**config.mk**
```make
export PLATFORM = sky130hd
export DESIGN_NAME = psum_writeback
export DESIGN_NICKNAME = d
export VERILOG_FILES = /design/src/rtl/psum_writeback.sv
export SDC_FILE = /design/constraint.sdc
export NUM_CORES = 1
export LEC_CHECK = 0
export ABC_AREA = 1
export CORE_ASPECT_RATIO = 0.9
export CORE_MARGIN = 3
export CORE_UTILIZATION = 48
export CTS_CLUSTER_DIAMETER = 120
export CTS_CLUSTER_SIZE = 10
export DETAILED_ROUTE_END_ITERATION = 6
export MAX_ROUTING_LAYER = met4
export PLACE_DENSITY = 0.95
export SYNTH_ARGS = -nofsm -noshare
export SYNTH_HDL_FRONTEND = slang
export SYNTH_SLANG_ARGS = --single-unit
export TNS_END_PERCENT = 50
```
**constraint.sdc**
```tcl
create_clock -name clk_i -period 5.7 [get_ports clk_i]
set_input_delay 1.14 -clock clk_i [delete_from_list [all_inputs] [get_ports clk_i]]
set_output_delay 1.14 -clock clk_i [all_outputs]
set_load 0.03 [all_outputs]
```
**src/rtl/psum_writeback.sv**
```systemverilog
// Moves column-vector partial sums from the ofifo into consecutive psum SRAM words,
// optionally read-modify-write accumulating onto the stored value with saturation.
module psum_writeback #(
   parameter int unsigned Col    = 8,
   parameter int unsigned PsumBw = 16,
   parameter int unsigned AddrBw = 11
) (
   input  logic                  clk_i,
   input  logic                  rst_ni,
   input  logic                  start_i,
   input  logic                  acc_en_i,
   input  logic [AddrBw-1:0]     base_addr_i,
   input  logic [AddrBw-1:0]     len_i,
   output logic                  busy_o,
   output logic                  done_o,
   input  logic                  ofifo_valid_i,
   output logic                  ofifo_rd_o,
   input  logic [PsumBw*Col-1:0] psum_in_i,
   output logic                  sram_cen_o,
   output logic                  sram_wen_o,
   output logic [AddrBw-1:0]     sram_a_o,
   output logic [PsumBw*Col-1:0] sram_d_o,
   input  logic [PsumBw*Col-1:0] sram_q_i
);

   localparam int unsigned VecW = PsumBw * Col;

   typedef enum logic [1:0] {StIdle, StRead, StWrite, StDone} state_e;

   state_e            state_q, state_d;
   logic [AddrBw-1:0] addr_q, addr_d;
   logic [AddrBw-1:0] cnt_q, cnt_d;
   logic [AddrBw-1:0] len_q, len_d;
   logic              acc_q, acc_d;
   logic [AddrBw-1:0] cnt_inc;
   logic [VecW-1:0]   sum;

   function automatic logic [PsumBw-1:0] sat_add(input logic [PsumBw-1:0] a,
                                                 input logic [PsumBw-1:0] b);
      logic [PsumBw:0] s;
      s = {a[PsumBw-1], a} + {b[PsumBw-1], b};
      // On overflow the extra bit carries the true sign; clamp toward it.
      if (s[PsumBw] != s[PsumBw-1]) begin
         sat_add = {s[PsumBw], {(PsumBw-1){~s[PsumBw]}}};
      end else begin
         sat_add = s[PsumBw-1:0];
      end
   endfunction

   for (genvar i = 0; i < Col; i++) begin : g_lane
      assign sum[i*PsumBw +: PsumBw] = acc_q ?
                                       sat_add(psum_in_i[i*PsumBw +: PsumBw],
                                               sram_q_i[i*PsumBw +: PsumBw]) :
                                       psum_in_i[i*PsumBw +: PsumBw];
   end

   assign cnt_inc  = cnt_q + AddrBw'(1);
   assign sram_a_o = addr_q;
   assign busy_o   = (state_q != StIdle);
   assign done_o   = (state_q == StDone);

   always_comb begin
      state_d    = state_q;
      addr_d     = addr_q;
      cnt_d      = cnt_q;
      len_d      = len_q;
      acc_d      = acc_q;
      ofifo_rd_o = 1'b0;
      sram_cen_o = 1'b1;
      sram_wen_o = 1'b1;
      sram_d_o   = '0;
      unique case (state_q)
         StIdle: begin
            if (start_i) begin
               addr_d  = base_addr_i;
               cnt_d   = '0;
               acc_d   = acc_en_i;
               len_d   = len_i;
               state_d = (len_i == '0) ? StDone : StRead;
            end
         end
         StRead: begin
            // The accumulate read lands on sram_q_i exactly when psum_in_i becomes valid.
            if (ofifo_valid_i) begin
               ofifo_rd_o = 1'b1;
               sram_cen_o = ~acc_q;
               state_d    = StWrite;
            end
         end
         StWrite: begin
            sram_cen_o = 1'b0;
            sram_wen_o = 1'b0;
            sram_d_o   = sum;
            addr_d     = addr_q + AddrBw'(1);
            cnt_d      = cnt_inc;
            state_d    = (cnt_inc == len_q) ? StDone : StRead;
         end
         StDone: begin
            state_d = StIdle;
         end
         default: begin
            state_d = StIdle;
         end
      endcase
   end

   always_ff @(posedge clk_i or negedge rst_ni) begin
      if (!rst_ni) begin
         state_q <= StIdle;
         addr_q  <= '0;
         cnt_q   <= '0;
         len_q   <= '0;
         acc_q   <= 1'b0;
      end else begin
         state_q <= state_d;
         addr_q  <= addr_d;
         cnt_q   <= cnt_d;
         len_q   <= len_d;
         acc_q   <= acc_d;
      end
   end

endmodule
```
==> run metrics, run 1 <==
Global Route Usage Sum 34.20%; dominant cells by area after synthesis sky130_fd_sc_hd__nand2_1 (19%), sky130_fd_sc_hd__ha_1 (15%), sky130_fd_sc_hd__a21oi_1 (10%); latest clock arrival within the worst-skew pair 290 ps; vias per cell 5.658; share of final-layout standard cells stronger than drive strength 1 9.119%; max-slew violations 0; post-synthesis instance area 12170 um2; met2 track utilization from global routing 58.47%; GRT busiest layer met2; class of the most critical setup path input port to output pin; launching element type of the critical path input port; total number of H-tree levels 2; Sw Share 57.51%; largest net degree at the start of global routing 167; Power Internal 1955 uW; worst reg2reg startpoint state_q[1]$_DFFE_PN0P_; FFs w/ async S/R, synth 100.0%; root buffer cell sky130_fd_sc_hd__clkbuf_16; status complete, but fails checks; EDFF count, synth 0; post-layout net count 3033; # DRC 1; number of synthesized register bits 36; DRT iter0 DRCs 1368; CORE AREA 24590 um2; Worst R2R End sram_a_o[10]$_DFFE_PN0P_; Die H 157.1 um; required arrival time at the worst endpoint 4560 ps; count of placed standard cells including taps 2925; worst-margin pin slew 789.0 ps; Final Power 4601 uW; count of final hold-check violations 0; Final setup violation count 0; maximum clock insertion buffer count 2; Worst Hold Class flip-flop to flip-flop; CTS tree done; Crit Path Max Fanout 15; clock slew at the register clock pins of the worst setup and hold paths 50 ps; number of buffers created by CTS 5; post-CTS setup buffer count 0; number of antenna violations at the first check in global routing 2; total number of clock tree sinks 36; Yosys top cell area share 18.56%; depth of the worst register-to-register path 7; number of distinct library cells after synthesis 46; syn_area_per_cell 5.586 um2; Port-buffer cells 426; most frequently used flop master after synthesis sky130_fd_sc_hd__dfrtp_1; Slew headroom 47.27%; x dimension of the die 173.9 um; met3 track utilization from global routing 4.776%; share of synthesized area occupied by flip-flops and latches 7.401%; first-pass GRT wire length 75980 um; count of placed standard cells in the final layout, fillers left out 2937; number of vias in the routed layout 16617; count of maximum capacitance violations 0; share of total power in combinational logic 81.5%; starting density of the core 49.50%; Area growth, synth to finish 39.55%; unrepaired setup endpoints after global routing yes; sort of element at the end of the critical path output pin; Core Util, Final 69.07%; Final min period 5534 ps; worst ir drop on vdd 210.9 uV; WL final 48830 um; total congestion overflow 0; number of nets still failing antenna checks after routing 0; top cell type by total area after synthesis sky130_fd_sc_hd__nand2_1; areal power density over the cells 270.8 nW/um2; min-delay src len_q[3]$_DFFE_PN0P_; final clock skew 7.911 ps; part of the total power dissipated in the clock network 6.9%; post-DR wirelength/cell 16.62 um; half-perimeter wire length after placement 40240 um; count of mapped cells out of synthesis 2179; full die area 27310 um2; Detailed Routing Iterations Pass 1 7; highest clock rate 0.1807 GHz; hold worst-path end len_q[3]$_DFFE_PN0P_; r2r setup slk 2510 ps; worst hold path cell count 1; number of nets produced by synthesis 2614; Yosys Warn Count 0; Core Rows 54; Data arrival, critical path 4390 ps; portion of the clock cycle consumed by the worst path in the final layout 97.09%; number of global-route vias before repair 15483; standby leakage power 0.008784 uW; fraction of met1 tracks used by global routing 41.01%; global placement routability congestion 1.056; boundary pin count 427; Seq pwr share 11.7%; net switching power figure 2646 uW; violations in the final reports DRC
## state kept, by name, indices dropped and copies added, names as in the netlist
name      cells
cnt_q        11
len_q        11
sram_a_o     11
state_q       2
acc_q         1
## power groups by stage
stage | registers [uW] | clock network, uW | logic, uW
after floorplan | 504 | 0 | 2400
after global placement | 524 | 0 | 3620
after detailed placement | 530 | 0 | 3680
after CTS | 528 | 316 | 3700
after global routing | 553 | 325 | 4070
final | 536 | 317 | 3750
## cells by family (layout without fill, tap and decap cells)
| group | count (synthesis) | after routing | synth area share [%] |
|---|---|---|---|
| DFF | 36 | 36 | 7.401 |
| xor gates and xnor gates | 25 | 25 | 2.025 |
| and+or+nand+nor | 1143 | 1143 | 40.70 |
| other | 0 | 2 | 0 |
| AOI/OAI and AO/OA | 507 | 507 | 22.71 |
| adders and majority gates | 152 | 152 | 16.12 |
| buffers and inverters | 309 | 729 | 10.40 |
| muxes | 7 | 7 | 0.6476 |
## per-layer routing
layer / routed length (um) / vias to the layer above
li1: - / 8123
met3: 4173 / 146
met2: 23080 / 810
met4: 2069 / 0
met1: 19500 / 7538
met5: 0 / -
## synth_stat cells, types with 2 or more instances
master / instances
sky130_fd_sc_hd__nand2_1: 602
sky130_fd_sc_hd__a21oi_1: 252
sky130_fd_sc_hd__inv_1: 243
sky130_fd_sc_hd__nand3_1: 216
sky130_fd_sc_hd__o21ai_0: 202
sky130_fd_sc_hd__nor2_1: 185
sky130_fd_sc_hd__ha_1: 144
sky130_fd_sc_hd__dfrtp_1: 36
sky130_fd_sc_hd__clkbuf_1: 31
sky130_fd_sc_hd__nand4_1: 31
sky130_fd_sc_hd__nor3_1: 23
sky130_fd_sc_hd__or2_2: 23
sky130_fd_sc_hd__nand2_2: 20
sky130_fd_sc_hd__xor2_1: 14
sky130_fd_sc_hd__and2_1: 13
sky130_fd_sc_hd__o21bai_1: 12
sky130_fd_sc_hd__a21oi_4: 11
sky130_fd_sc_hd__nand3b_1: 11
sky130_fd_sc_hd__o22ai_1: 11
sky130_fd_sc_hd__buf_2: 10
sky130_fd_sc_hd__a21oi_2: 9
sky130_fd_sc_hd__xnor2_1: 9
sky130_fd_sc_hd__clkinv_1: 8
sky130_fd_sc_hd__fa_1: 8
sky130_fd_sc_hd__buf_6: 7
sky130_fd_sc_hd__mux2_2: 7
sky130_fd_sc_hd__nand3_2: 7
sky130_fd_sc_hd__a21o_1: 5
sky130_fd_sc_hd__buf_1: 4
sky130_fd_sc_hd__nor2_2: 4
sky130_fd_sc_hd__nor4_1: 3
sky130_fd_sc_hd__inv_2: 2
sky130_fd_sc_hd__nand3_4: 2
sky130_fd_sc_hd__xnor3_1: 2
## cell usage in the layout (no fill, tap or decap), types with 3 or more instances in the layout
cell and n:
sky130_fd_sc_hd__nand3b_1 11, sky130_fd_sc_hd__nand3_1 216, sky130_fd_sc_hd__a21oi_4 11, sky130_fd_sc_hd__a21oi_1 252, sky130_fd_sc_hd__nand2_2 20, sky130_fd_sc_hd__o22ai_1 11, sky130_fd_sc_hd__dlymetal6s2s_1 14, sky130_fd_sc_hd__o21ai_0 202
sky130_fd_sc_hd__mux2_2 7, sky130_fd_sc_hd__a21oi_2 9, sky130_fd_sc_hd__nor2_2 4, sky130_fd_sc_hd__nor3_1 23, sky130_fd_sc_hd__nand2_1 602, sky130_fd_sc_hd__nor2_1 184, sky130_fd_sc_hd__or2_2 23, sky130_fd_sc_hd__o21bai_1 12
sky130_fd_sc_hd__dfrtp_1 35, sky130_fd_sc_hd__nor4_1 3, sky130_fd_sc_hd__nand4_1 31, sky130_fd_sc_hd__ha_2 4, sky130_fd_sc_hd__clkdlybuf4s50_1 321, sky130_fd_sc_hd__buf_12 8, sky130_fd_sc_hd__a21o_1 5, sky130_fd_sc_hd__ha_1 139
sky130_fd_sc_hd__clkbuf_16 5, sky130_fd_sc_hd__fa_1 8, sky130_fd_sc_hd__inv_1 243, sky130_fd_sc_hd__nand3_2 7, sky130_fd_sc_hd__and2_1 13, sky130_fd_sc_hd__xnor2_1 9, sky130_fd_sc_hd__xor2_1 14, sky130_fd_sc_hd__clkinvlp_4 7
sky130_fd_sc_hd__clkinv_1 3, sky130_fd_sc_hd__buf_4 121
## worst max-delay path: stages
cell and delay (ps):
sky130_fd_sc_hd__clkdlybuf4s50_1 430, sky130_fd_sc_hd__ha_1 280, sky130_fd_sc_hd__fa_1 470, sky130_fd_sc_hd__nand3_1 150, sky130_fd_sc_hd__nand2_1 110, sky130_fd_sc_hd__nand2_1 90
sky130_fd_sc_hd__nand2_1 100, sky130_fd_sc_hd__nand2_1 100, sky130_fd_sc_hd__nand3_1 100, sky130_fd_sc_hd__and2_1 200, sky130_fd_sc_hd__ha_2 410, sky130_fd_sc_hd__nand3_2 290
sky130_fd_sc_hd__nand2_1 240, sky130_fd_sc_hd__a21oi_1 90, sky130_fd_sc_hd__buf_4 200
## worst max-delay path by stage
stage               slack (ps)             to     startpoint
floorplan                  790   sram_d_o[98]  psum_in_i[96]
global placement           130   sram_d_o[82]   sram_q_i[80]
detailed placement           2   sram_d_o[96]  psum_in_i[96]
CTS                          2  sram_d_o[104]  psum_in_i[96]
global route               -10   sram_d_o[43]  psum_in_i[32]
finish                     170   sram_d_o[43]  psum_in_i[32]
## repair_timing
action / 4_1_cts / 5_1_grt
resized for setup: 2 / 26
hold buffers: 0 / 0
cloned: 0 / 2
endpoints found under the setup margin: 2 / 60
## cell type report
class	count	area, um2
diodes	2	5.005
clock buffers	6	128.9
clock inverters	2	35.03
fillers	2231	7606
inverters	253	968.4
multi-input cells	1834	10040
flip-flops and latches	36	904.6
well taps	336	420.4
repair buffers	466	4474
repair inverters	2	15.01
## per-stage QoR
stage	setup WS, ps	hold slack (ps)	area, um2	setup TNS, ps
3_5_place_dp	2.454	523.9	16730	0
3_3_place_gp	129.7	502.5	16730	0
4_1_cts	1.718	539.3	16890	0
6_report	165.9	537.4	16990	0
5_1_grt	-13.71	549.1	16990	-26.82
2_1_floorplan	790.3	481.3	12170	0
(Power assumes the default switching activity.)
==> run 2: changes to the inputs <==
CORE_AREA = 3 3 165 167   (was unset)
CORE_ASPECT_RATIO = unset   (was 0.9)
CORE_MARGIN = unset   (was 3)
CORE_UTILIZATION = unset   (was 48)
DIE_AREA = 0 0 168 170   (was unset)
PLACE_DENSITY = 0.94   (was 0.95)
==> run metrics, run 2 (same netlist as run 1, synthesis figures left out) <==
clock slew at the register clock pins of the worst setup and hold paths 60 ps (about the same); WL final 52500 um (+7.5%); global placement routability congestion 1.007 (-4.6%); latest clock arrival within the worst-skew pair 280 ps (about the same); areal power density over the cells 275.1 nW/um2 (+1.6%); root buffer cell sky130_fd_sc_hd__clkbuf_16; x dimension of the die 168 um (-3.4%); boundary pin count 427 (unchanged); depth of the worst register-to-register path 5 (-2); # DRC 4 (+3); Crit Path Max Fanout 14 (-1); post-layout net count 3052 (+0.63%); violations in the final reports DRC; Detailed Routing Iterations Pass 1 7 (unchanged); commonest cells after routing, fill and taps aside sky130_fd_sc_hd__nand2_1 (602), sky130_fd_sc_hd__clkdlybuf4s50_1 (321), sky130_fd_sc_hd__a21oi_1 (250); portion of the clock cycle consumed by the worst path in the final layout 97.39% (+0.30 points); post-DR wirelength/cell 17.74 um (+6.7%); number of buffers created by CTS 5 (unchanged); count of final hold-check violations 0 (unchanged); Port-buffer cells 426 (unchanged); worst hold path cell count 1 (unchanged); number of nets still failing antenna checks after routing 0 (unchanged); Core Rows 59 (+9.3%); number of antenna violations at the first check in global routing 6 (+4); total number of clock tree sinks 36 (unchanged); final clock skew 5.275 ps (-2.636 ps); max-slew violations 0 (unchanged); starting density of the core 46.98% (-2.5 points); worst-margin pin slew 723.9 ps (-65.13 ps); Sw Share 57.85% (+0.34 points); count of placed standard cells in the final layout, fillers left out 2959 (+0.75%); status complete, but fails checks; vias per cell 5.639 (-0.33%); share of total power in combinational logic 82.3% (+0.8 points); count of maximum capacitance violations 0 (unchanged); number of global-route vias before repair 15735 (+1.6%); Global Route Usage Sum 35.34% (+1.1 points); count of placed standard cells including taps 2943 (+0.62%); leading cell type in the layout, fill and taps excluded sky130_fd_sc_hd__nand2_1; first-pass GRT wire length 81390 um (+7.1%); total congestion overflow 0 (unchanged); CTS tree done; Data arrival, critical path 4410 ps (+20 ps); CORE AREA 25910 um2 (+5.4%); DRT iter0 DRCs 1522 (+11%); launching element type of the critical path input port; total of fill cells in the finished design 2398 (+7.5%); highest clock rate 0.1801 GHz (-0.31%); sort of element at the end of the critical path output pin; net switching power figure 2720 uW (+2.8%); Die H 170 um (+8.2%); maximum clock insertion buffer count 2 (unchanged); largest net degree at the start of global routing 81 (-51%); total number of H-tree levels 2 (unchanged); unrepaired setup endpoints after global routing no; class of the most critical setup path input port to output pin; setup_tns 0 ps (unchanged); required arrival time at the worst endpoint 4560 ps (about the same); Final min period 5551 ps (+17.23 ps); share of final-layout standard cells stronger than drive strength 1 9.817% (+0.70 points); part of the total power dissipated in the clock network 6.7% (-0.2 points); full die area 28560 um2 (+4.6%); worst ir drop on vdd 392.5 uV (+86%); Worst Hold Class flip-flop to flip-flop; number of vias in the routed layout 16686 (+0.42%); Power Internal 1982 uW (+1.4%); Seq pwr share 11.0% (-0.7 points); standby leakage power 0.008870 uW (+0.98%); half-perimeter wire length after placement 44200 um (+9.8%); Area growth, synth to finish 40.38%; Slew headroom 51.74% (+4.5 points); Final setup violation count 0 (unchanged)
## run 2: cell types whose count changed in the layout (fill, tap and decap cells not counted), moves of 2 or more
cell,previous run,this run
sky130_fd_sc_hd__buf_4,121,145
sky130_fd_sc_hd__diode_2,2,6
sky130_fd_sc_hd__buf_12,8,5
sky130_fd_sc_hd__clkinvlp_4,7,4
sky130_fd_sc_hd__a21oi_1,252,250
sky130_fd_sc_hd__a21oi_2,9,11
sky130_fd_sc_hd__clkinv_1,3,5
sky130_fd_sc_hd__dlygate4sd2_1,2,0
sky130_fd_sc_hd__ha_1,139,141
## run 2: worst paths after layout
| check | start | end | slack (ps) |
|---|---|---|---|
| hold / removal | len_q[7]$_DFFE_PN0P_ | len_q[7]$_DFFE_PN0P_ | 520 |
| max in group asynchronous | rst_ni | acc_q$_DFFE_PN0P_ | 4040 |
| min in group asynchronous | rst_ni | sram_a_o[2]$_DFFE_PN0P_ | 1290 |
| setup / recovery | psum_in_i[0] | sram_d_o[3] | 150 |
| setup reg to reg | state_q[1]$_DFFE_PN0P_ | state_q[0]$_DFFE_PN0P_ | 3110 |
| hold reg to reg | len_q[7]$_DFFE_PN0P_ | len_q[7]$_DFFE_PN0P_ | 520 |
## run 2: critical path: stages
cell                              delay [ps]
sky130_fd_sc_hd__clkdlybuf4s50_1         460
sky130_fd_sc_hd__ha_1                    300
sky130_fd_sc_hd__fa_1                    410
sky130_fd_sc_hd__nand3_1                 120
sky130_fd_sc_hd__nand2_1                 100
sky130_fd_sc_hd__nand2_1                  90
sky130_fd_sc_hd__nand2_2                  70
sky130_fd_sc_hd__nand2_1                  80
sky130_fd_sc_hd__nand3_1                 120
sky130_fd_sc_hd__and2_1                  210
sky130_fd_sc_hd__ha_1                    350
sky130_fd_sc_hd__nand3_2                 110
sky130_fd_sc_hd__buf_4                   210
sky130_fd_sc_hd__nand2_1                  80
sky130_fd_sc_hd__a21oi_1                 300
sky130_fd_sc_hd__buf_4                   230
## run 2: through the flow
| step | cell area, um2 | util, % | hold slack (ps) | total power, uW | worst slack, ps |
|---|---|---|---|---|---|
| floorplan | 12170 | - | 481.3 | 2903 | 790.3 |
| global placement | 16830 | 64.96 | 496.5 | 4232 | 91.97 |
| detailed placement | 16830 | 64.96 | 505.0 | 4302 | 1.662 |
| CTS | 17000 | 65.60 | 516.0 | 4639 | 17.01 |
| global route | 17090 | 65.95 | 551.9 | 5037 | 2.588 |
| finish | 17090 | 65.95 | 516.0 | 4701 | 148.7 |
## run 2: timing repair
action	in CTS	in global routing
cloned	0	1
endpoints found under the setup margin	1	49
gates resized for setup	1	26
setup buffers	0	1
hold buffers	0	0
## run 2: layer usage
metal | global-route usage (%) | wire length (um)
met2 | 62.97 | 25870
met5 | - | 0
met4 | 10.49 | 1768
met3 | 3.624 | 4082
met1 | 42.25 | 20780
## run 2: final cells by class
class                           instances  area, um2  area share [%]
Antenna cell                            6      15.01         0.08786
Clock buffer                            5      125.1          0.7322
Clock inverter                          3      42.54          0.2489
Inverter                              253      957.2           5.601
Multi-Input combinational cell       1834      10030           58.70
Sequential cell                        36      904.6           5.294
Tap cell                              335      419.2           2.453
Timing Repair Buffer                  486       4587           26.84
Timing Repair inverter                  1      7.507         0.04393
## run 2: power groups by stage
stage	clock (uW)	combinational [uW]	sequential, uW
floorplan	0	2400	504
global placement	0	3730	506
detailed placement	0	3790	515
CTS	314	3810	515
global route	325	4170	539
finish	313	3870	519
==> run 3: changes to the inputs <==
ABC_CLOCK_PERIOD_IN_PS = 5700   (was unset)
GPL_ROUTABILITY_DRIVEN = 1   (was unset)
==> results of run 3 <==
Same layout as run 2: the final DEF is identical, and so are final timing and power.
